$ cat config.mk
export PLATFORM = sky130hd
export DESIGN_NAME = mem_unit
export DESIGN_NICKNAME = d
export VERILOG_FILES = /design/src/rtl/sap3_pkg.sv /design/src/rtl/mem_ram.sv /design/src/rtl/mem_unit.sv
export SDC_FILE = /design/constraint.sdc
export NUM_CORES = 2
export LEC_CHECK = 0
export BUFFER_PORTS_ARGS = -buffer_cell sky130_fd_sc_hd__clkbuf_2
export CELL_PAD_IN_SITES_DETAIL_PLACEMENT = 0
export CELL_PAD_IN_SITES_GLOBAL_PLACEMENT = 1
export CORE_MARGIN = 2
export CORE_UTILIZATION = 45
export CTS_BUF_LIST = sky130_fd_sc_hd__clkbuf_16
export DETAILED_ROUTE_END_ITERATION = 10
export PLACE_DENSITY = 0.68
export SYNTH_ARGS = -nofsm -noshare
export SYNTH_HDL_FRONTEND = slang
export SYNTH_SLANG_ARGS = --single-unit
$ cat constraint.sdc
create_clock -name clk -period 5.72 [get_ports clk]
set_clock_uncertainty 0.05 [all_clocks]
set_input_delay 0 -clock clk [delete_from_list [all_inputs] [get_ports clk]]
set_output_delay 0 -clock clk [all_outputs]
set_load 0.02 [all_outputs]
$ cat src/rtl/sap3_pkg.sv
// SAP-3 shared types and sizing for the memory stage.
// Loader FSM states plus default RAM address width and bus width.
package sap3_pkg;

    typedef enum logic [1:0] {
        RUN,
        LOAD,
        DONE
    } mem_state_t;

    localparam int MEM_ADDR_W = 8;
    localparam int MAR_W      = 16;

endpackage

$ cat src/rtl/mem_ram.sv
// SAP-3 byte RAM: async read at the CPU address, sync write.
// sel_ld hands the write port to the program loader.
module mem_ram
    import sap3_pkg::*;
#(
    parameter int ADDR_W = MEM_ADDR_W
) (
    input  logic              clk,
    input  logic              sel_ld,
    input  logic              cpu_we,
    input  logic [ADDR_W-1:0] cpu_addr,
    input  logic [7:0]        cpu_data,
    input  logic              ld_we,
    input  logic [ADDR_W-1:0] ld_addr,
    input  logic [7:0]        ld_data,
    output logic [7:0]        rd_data
);

    localparam int DEPTH = 1 << ADDR_W;

    logic [7:0]        mem [DEPTH];
    logic              we;
    logic [ADDR_W-1:0] waddr;
    logic [7:0]        wdata;

    assign we    = sel_ld ? ld_we   : cpu_we;
    assign waddr = sel_ld ? ld_addr : cpu_addr;
    assign wdata = sel_ld ? ld_data : cpu_data;

    always_ff @(posedge clk) begin
        if (we) begin
            mem[waddr] <= wdata;
        end
    end

    assign rd_data = mem[cpu_addr];

endmodule

$ cat src/rtl/mem_unit.sv
// SAP-3 memory stage: MAR, byte RAM and program loader holding the core.
// Define MEM_LOAD_CHECKSUM_EN to add the ld_csum output.
module mem_unit
    import sap3_pkg::*;
#(
    parameter int ADDR_W = MEM_ADDR_W,
    parameter int MAR_W  = sap3_pkg::MAR_W
) (
    input  logic             clk,
    input  logic             rst,
    input  logic [MAR_W-1:0] bus,
    input  logic             mar_we,
    input  logic             ram_we,
    output logic [7:0]       mem_out,
    input  logic             ld_start,
    input  logic             ld_valid,
    output logic             ld_ready,
    input  logic [7:0]       ld_data,
    input  logic             ld_last,
    output logic             ld_done,
    output logic             ld_ovf,
`ifdef MEM_LOAD_CHECKSUM_EN
    output logic [7:0]       ld_csum,
`endif
    output logic             cpu_hold
);

    localparam int DEPTH = 1 << ADDR_W;
    localparam logic [ADDR_W:0] LAST_ADDR = (ADDR_W + 1)'(DEPTH - 1);

    mem_state_t        state;
    mem_state_t        state_nxt;
    logic [MAR_W-1:0]  mar;
    logic [ADDR_W:0]   ld_addr;
    logic [7:0]        rd_data;
    logic              in_range;
    logic              accept;
    logic              at_end;
    logic              start;

    assign in_range = (mar[MAR_W-1:ADDR_W] == '0);
    assign cpu_hold = (state != RUN);
    assign ld_ready = (state == LOAD);
    assign ld_done  = (state == DONE);
    assign accept   = ld_valid && ld_ready;
    assign at_end   = (ld_addr == LAST_ADDR);
    assign start    = (state == RUN) && ld_start;
    assign mem_out  = in_range ? rd_data : 8'h00;

    always_ff @(posedge clk or posedge rst) begin
        if (rst) begin
            state <= RUN;
        end else begin
            state <= state_nxt;
        end
    end

    always_comb begin
        state_nxt = state;
        unique case (state)
            RUN:     if (ld_start) state_nxt = LOAD;
            LOAD:    if (accept && (ld_last || at_end)) state_nxt = DONE;
            DONE:    state_nxt = RUN;
            default: state_nxt = RUN;
        endcase
    end

    always_ff @(posedge clk or posedge rst) begin
        if (rst) begin
            mar <= '0;
        end else if (mar_we && !cpu_hold) begin
            mar <= bus;
        end
    end

    // Overflow only when the final slot is filled and the image still continues.
    always_ff @(posedge clk or posedge rst) begin
        if (rst) begin
            ld_addr <= '0;
            ld_ovf  <= 1'b0;
        end else if (start) begin
            ld_addr <= '0;
            ld_ovf  <= 1'b0;
        end else if (accept) begin
            ld_addr <= ld_addr + 1'b1;
            if (at_end && !ld_last) begin
                ld_ovf <= 1'b1;
            end
        end
    end

`ifdef MEM_LOAD_CHECKSUM_EN
    always_ff @(posedge clk or posedge rst) begin
        if (rst) begin
            ld_csum <= 8'h00;
        end else if (start) begin
            ld_csum <= 8'h00;
        end else if (accept) begin
            ld_csum <= ld_csum + ld_data;
        end
    end
`endif

    mem_ram #(
        .ADDR_W(ADDR_W)
    ) u_ram (
        .clk     (clk),
        .sel_ld  (cpu_hold),
        .cpu_we  (ram_we && in_range),
        .cpu_addr(mar[ADDR_W-1:0]),
        .cpu_data(bus[7:0]),
        .ld_we   (accept),
        .ld_addr (ld_addr[ADDR_W-1:0]),
        .ld_data (ld_data),
        .rd_data (rd_data)
    );

endmodule

After elaboration in Yosys (flattened, before gate mapping)
Memories as Yosys holds them, arrays and structs flattened.
Index checks and enable logic that the tools add are counted.

word-level totals
  register bits = 28
  bits in writable memories = 2048
  input bits = 31
  output and inout port bits = 12
  memories = 1

cells by class
  $add $sub $neg = 1
  equal/unequal tests = 5
  multiplexer cells = 14
  reductions and logical operators = 16

memories
  name       words  bits a word  read ports  clocked after Yosys merged registers in  wr ports  line           text
  u_ram.mem  256    8            1           0                                        1         mem_ram.sv:21  logic [7:0] mem [DEPTH];

operators by type and width
  kind                                                    count
  2-to-1 mux 8 bit                                        3
  2-to-1 mux 9 bit                                        2
  adder 9 x 1 -> 9 bit (second input constant)            1
  == test 9 x 8 -> 1 bit (second input constant)          1
  logical NOT 8 bit                                       1
  logical AND 1 bit                                       6
  2-to-1 mux 1 bit                                        6
  nonzero test 2 bit                                      3
  2-to-1 mux 2 bit                                        2
  case mux 2 bit (2 select lines)                         1
  AND reduction 2 bit                                     2
  == test 2 x 1 -> 1 bit (second input constant)          1
  == test 2 bit (second input constant)                   1
  logical NOT 1 bit                                       2
  logical NOT 2 bit                                       1
  inequality test 2 x 1 -> 1 bit (second input constant)  1
  inequality test 2 bit (second input constant)           1
  logical OR 1 bit                                        1

Longest topological paths before layout
  depth in word-level cells = 5
  depth in mapped cells = 12
  depth with buffers taken out = 7

Cells and area by module
Synthesis repeated with hierarchy kept, for this count alone.

second synthesis, totals
  cells, all modules = 3885
  area, all modules = 81061.5 sq um

modules (own cells, without submodules)
  module    instances  cells each  area an instance (sq um)
  mem_ram   1          3773        79772.8
  mem_unit  1          112         1288.7

Worst setup path before layout
OpenSTA, ideal clock, no wires.

  kind = register to register
  start = register state[1]
  end = memory u_ram.mem[0][0], data pin
  setup time = 0.823 ns
  arrival time = 4.384 ns
  path slack = 0.463 ns
  cell stages (with the launch flop) = 6
  path through = dfrtp_1 nor2_1 clkbuf_1 buf_1 nand2_1 nand2_1

between the ends
  longest elaborated chain between the ends = 2

ends and longest elaborated chain
  element                 line            text
  start, declared         mem_unit.sv:31  mem_state_t state;
  start signal, assigned  mem_unit.sv:54  state <= state_nxt;
  nonzero test 2 bit      mem_unit.sv:42  assign cpu_hold = (state != RUN);
  2-to-1 mux 8 bit        mem_ram.sv:28   assign wdata = sel_ld ? ld_data : cpu_data;
  via u_ram.wdata[0]      mem_ram.sv:24   logic [7:0] wdata;
  end, declared           mem_ram.sv:21

The timed path passes the listed nets, and every way through them passes these cells.

Final worst setup path
  start = register mar[0]
  end = output mem_out[2]

between the ends
  longest elaborated chain between the ends = 2

ends and longest elaborated chain
  element                 line            text
  start, declared         mem_unit.sv:33  logic [MAR_W-1:0] mar;
  start signal, assigned  mem_unit.sv:72  mar <= bus;
  memory (256 x 8 bit)    n/a
  2-to-1 mux 8 bit        mem_unit.sv:48  assign mem_out = in_range ? rd_data : 8'h00;
  end, declared           mem_unit.sv:14  output logic [7:0] mem_out,

No other way between the ends.

==> results_dict.tcl <==
set metrics [dict create \
    hold_depth 3 \
    min_from "ld_data[0]" \
    synth.yosys.seq_area_share_pct 75.8 \
    grt-ovfl-total 0 \
    synth_edf_count 2048 \
    path_cells "buf_4, buf_4, mux4_2, nor3_1, nor3_1, and3_1, o21ai_0, nor4b_2, clkbuf_2" \
    drt-vias-per-instance 6.09 \
    cts.htree.levels 4 \
    switching_power_mw 15.1 \
    fin_nets 4441 \
    power_density_mw_per_mm2 500 \
    wirelength_um 214000 \
    io_buffers 42 \
    ys_types 68 \
    rows 156 \
    wire_per_inst_um 30.8 \
    synth_warnings 0 \
    design_area_mm2 0.0919 \
    grt_pass1_wl_um 306000 \
    clock_power_share_pct 29.3 \
    ctsRootBufferMaster "clkbuf_16" \
    synth_largest_type_area_fraction_pct 74.9 \
    dpl.hpwl_um 135000 \
    hold_viol_final 0 \
    post_cts_buffers 0 \
    rrSetupSlack_ns 1.27 \
    final_max_slew_viol_count 0 \
    rsz0062_at_grt "false" \
    grt_pass1_vias 41630 \
    die-area_mm2 0.186 \
    ys_dominant_reg_cell "edfxtp_1" \
    async_reset_ff_share_pct 1.35 \
    cts_sinks 2076 \
    cp_num_buf_inv 3 \
    hold_ws_ns 0.0286 \
    hold_path_class "in -> reg" \
    finalCritPeriodShare_pct 96.1 \
    critPathKind "reg -> out" \
    netlist_area_mm2 0.0821 \
    syn_avg_cell_area_um2 19.3 \
    min_to "u_ram.mem[192][0]$_DFFE_PP_" \
    track_usage_pct 22.9 \
    end_kind "primary output" \
    synth_area_leaders "edfxtp_1 (75%), mux4_2 (8.2%), mux2i_1 (4.1%), nor2_1 (1.4%), mux4_1 (1.1%)" \
    ant_nets 0 \
    drt-pass1-iter-count 5 \
    critPathSlowestCell "dfrtp_4" \
    cts_buffers 204 \
    clockBufferDepth 3 \
    worst_pin_slew_ns 1.32 \
    pwr-share-seq_pct 41.5 \
    reg2reg_depth 6 \
    ioPinCount 43 \
    p_leak_nw 29.3 \
    cp_slowest_stage_delay_ns 1.01 \
    timing.setup.tns_ns 0 \
    reg2reg_to "u_ram.mem[110][5]$_DFFE_PP_" \
    drive_gt1_share_pct 17.8 \
    syn_nets 4282 \
    chipHeight_um 431 \
    slew_headroom_pct 12.0 \
    synth_area_leader_cell "edfxtp_1" \
    start_util_pct 45.4 \
    switching_share_pct 32.9 \
    path_max_fanout 33 \
    cap_violations 0 \
    status "finished, final reports clean" \
    antenna_found_initial 4 \
    fmax_ghz 0.182 \
    critPathTopFamily "simple AND/OR/NAND/NOR gates" \
    cp.required_ns 5.67 \
    synth-seq-cells 2076 \
    clk_pin_slew_worst_paths_ns 0.06 \
    dr.first_iter.drc_count 5429 \
    cts_tree "built" \
    mostFrequentLayoutCell "edfxtp_1" \
    ir_worst_vdd_v 0.000467 \
    netlist_instances 4249 \
    final_util_pct 50.8 \
    core_area_mm2 0.181 \
    clock_latency_ns 0.86 \
    fin_crit_ns 5.50 \
    gp_congestion 0.891 \
    power_frac_comb_pct 29.2 \
    num_vias 42362 \
    r2r_start "mar[4]$_DFFE_PP0P_" \
    drc 0 \
    final_cell_mix "edfxtp_1 (2048), mux2i_1 (337), nor2_1 (306)" \
    setup_viol 0 \
    syn_to_final_growth_pct 12.0 \
    grt_max_degree 152 \
    intPower_mw 30.8 \
    power.total_mw 45.9 \
    place_area_mm2 0.0848 \
    die_x_um 431 \
    start_kind "flop" \
    cp.arrival_ns 5.45 \
]
## worst max path at each step
| stage | from | end | slack [ns] | cells past startpoint |
|---|---|---|---|---|
| CTS | mar[0]$_DFFE_PP0P_ | mem_out[2] | 0.17 | 9 |
| finish | mar[0]$_DFFE_PP0P_ | mem_out[2] | 0.22 | 9 |
| global placement | mar[0]$_DFFE_PP0P_ | mem_out[2] | 0.46 | 9 |
| global route | mar[0]$_DFFE_PP0P_ | mem_out[2] | 0.19 | 9 |
| detailed placement | mar[0]$_DFFE_PP0P_ | mem_out[4] | 0.81 | 10 |
| floorplan | state[1]$_DFFE_PP0P_ | u_ram.mem[0][0]$_DFFE_PP_ | 0.46 | 5 |
## routing by layer
metal | vias to the layer above | share of wire (%) | wire length, um | global-route usage, %
met5 | - | 0 | 0 | 0
met1 | 22535 | 43 | 91200 | 33.3
met4 | 0 | 3.3 | 6990 | 7.79
li1 | 17813 | - | - | -
met3 | 301 | 7.1 | 15200 | 3.65
met2 | 1713 | 47 | 101000 | 35.5
## through the flow
stage	cells	worst slack, ns
3_5_place_dp	6532	0.811
3_3_place_gp	6532	0.457
4_1_cts	6951	0.172
6_report	6952	0.224
2_1_floorplan	4249	0.463
5_1_grt	6952	0.188
## synth_stat cells (18+ instances only)
cell type	instances
o21ai_0	62
o22ai_1	98
buf_4	25
buf_6	21
nor4_1	43
nor2_1	311
buf_1	18
buf_12	27
a22oi_1	55
mux2i_1	337
mux4_2	299
mux2_2	23
mux4_1	35
buf_2	49
edfxtp_1	2048
clkbuf_1	99
nor3_1	70
o221ai_1	78
dfrtp_1	28
a21oi_1	82
nand3_1	58
a211oi_1	31
nand2_1	163
## cell type report
cell class              count  area (um^2)
inverters                   7         26.3
repair buffers            206         1890
fillers                 14341        89000
clock buffers             206         5150
multi-input cells        1913        18100
diodes                      1         2.50
clock inverters           173         1590
flip-flops and latches   2076        62200
well taps                2370         2970
## sequential cells by signal (all words and copies together) (netlist names)
name,cells
ld_ovf,1
ld_addr,9
u_ram.mem,2048
mar,16
state,2
## tightest hold or removal path, delay by kind of cell
kind                   cells  cell delay [ns]
buffers and inverters      1             0.09
and+or+nand+nor            2             0.46
## what timing repair did
item	CTS	global route
hold buffers	40	0
endpoints found under the setup margin	1	0
endpoints found under the hold margin	102	0
gates resized for setup	1	0
## power groups by stage
stage          combinational (mW)  sequential, mW  clock (mW)
2_1_floorplan                8.85            19.7           0
3_3_place_gp                 13.3            19.4           0
3_5_place_dp                 13.4            19.4           0
4_1_cts                      13.4            19.1        13.7
5_1_grt                      14.1            19.1        14.2
6_report                     13.4            19.1        13.5
## logic make-up (layout without fill, tap and decap cells)
family | count (synthesis) | in the layout | share of synthesized area, %
xor+xnor | 6 | 6 | 0.0640
fa+ha+maj | 2 | 2 | 0.0305
compound gates | 477 | 477 | 3.99
buf+inv | 260 | 592 | 2.30
flops | 2076 | 2076 | 75.8
other cells | 0 | 1 | 0
mux | 694 | 694 | 13.8
simple gates | 734 | 734 | 4.06
Note: power is estimated with default switching activity, not from simulation.
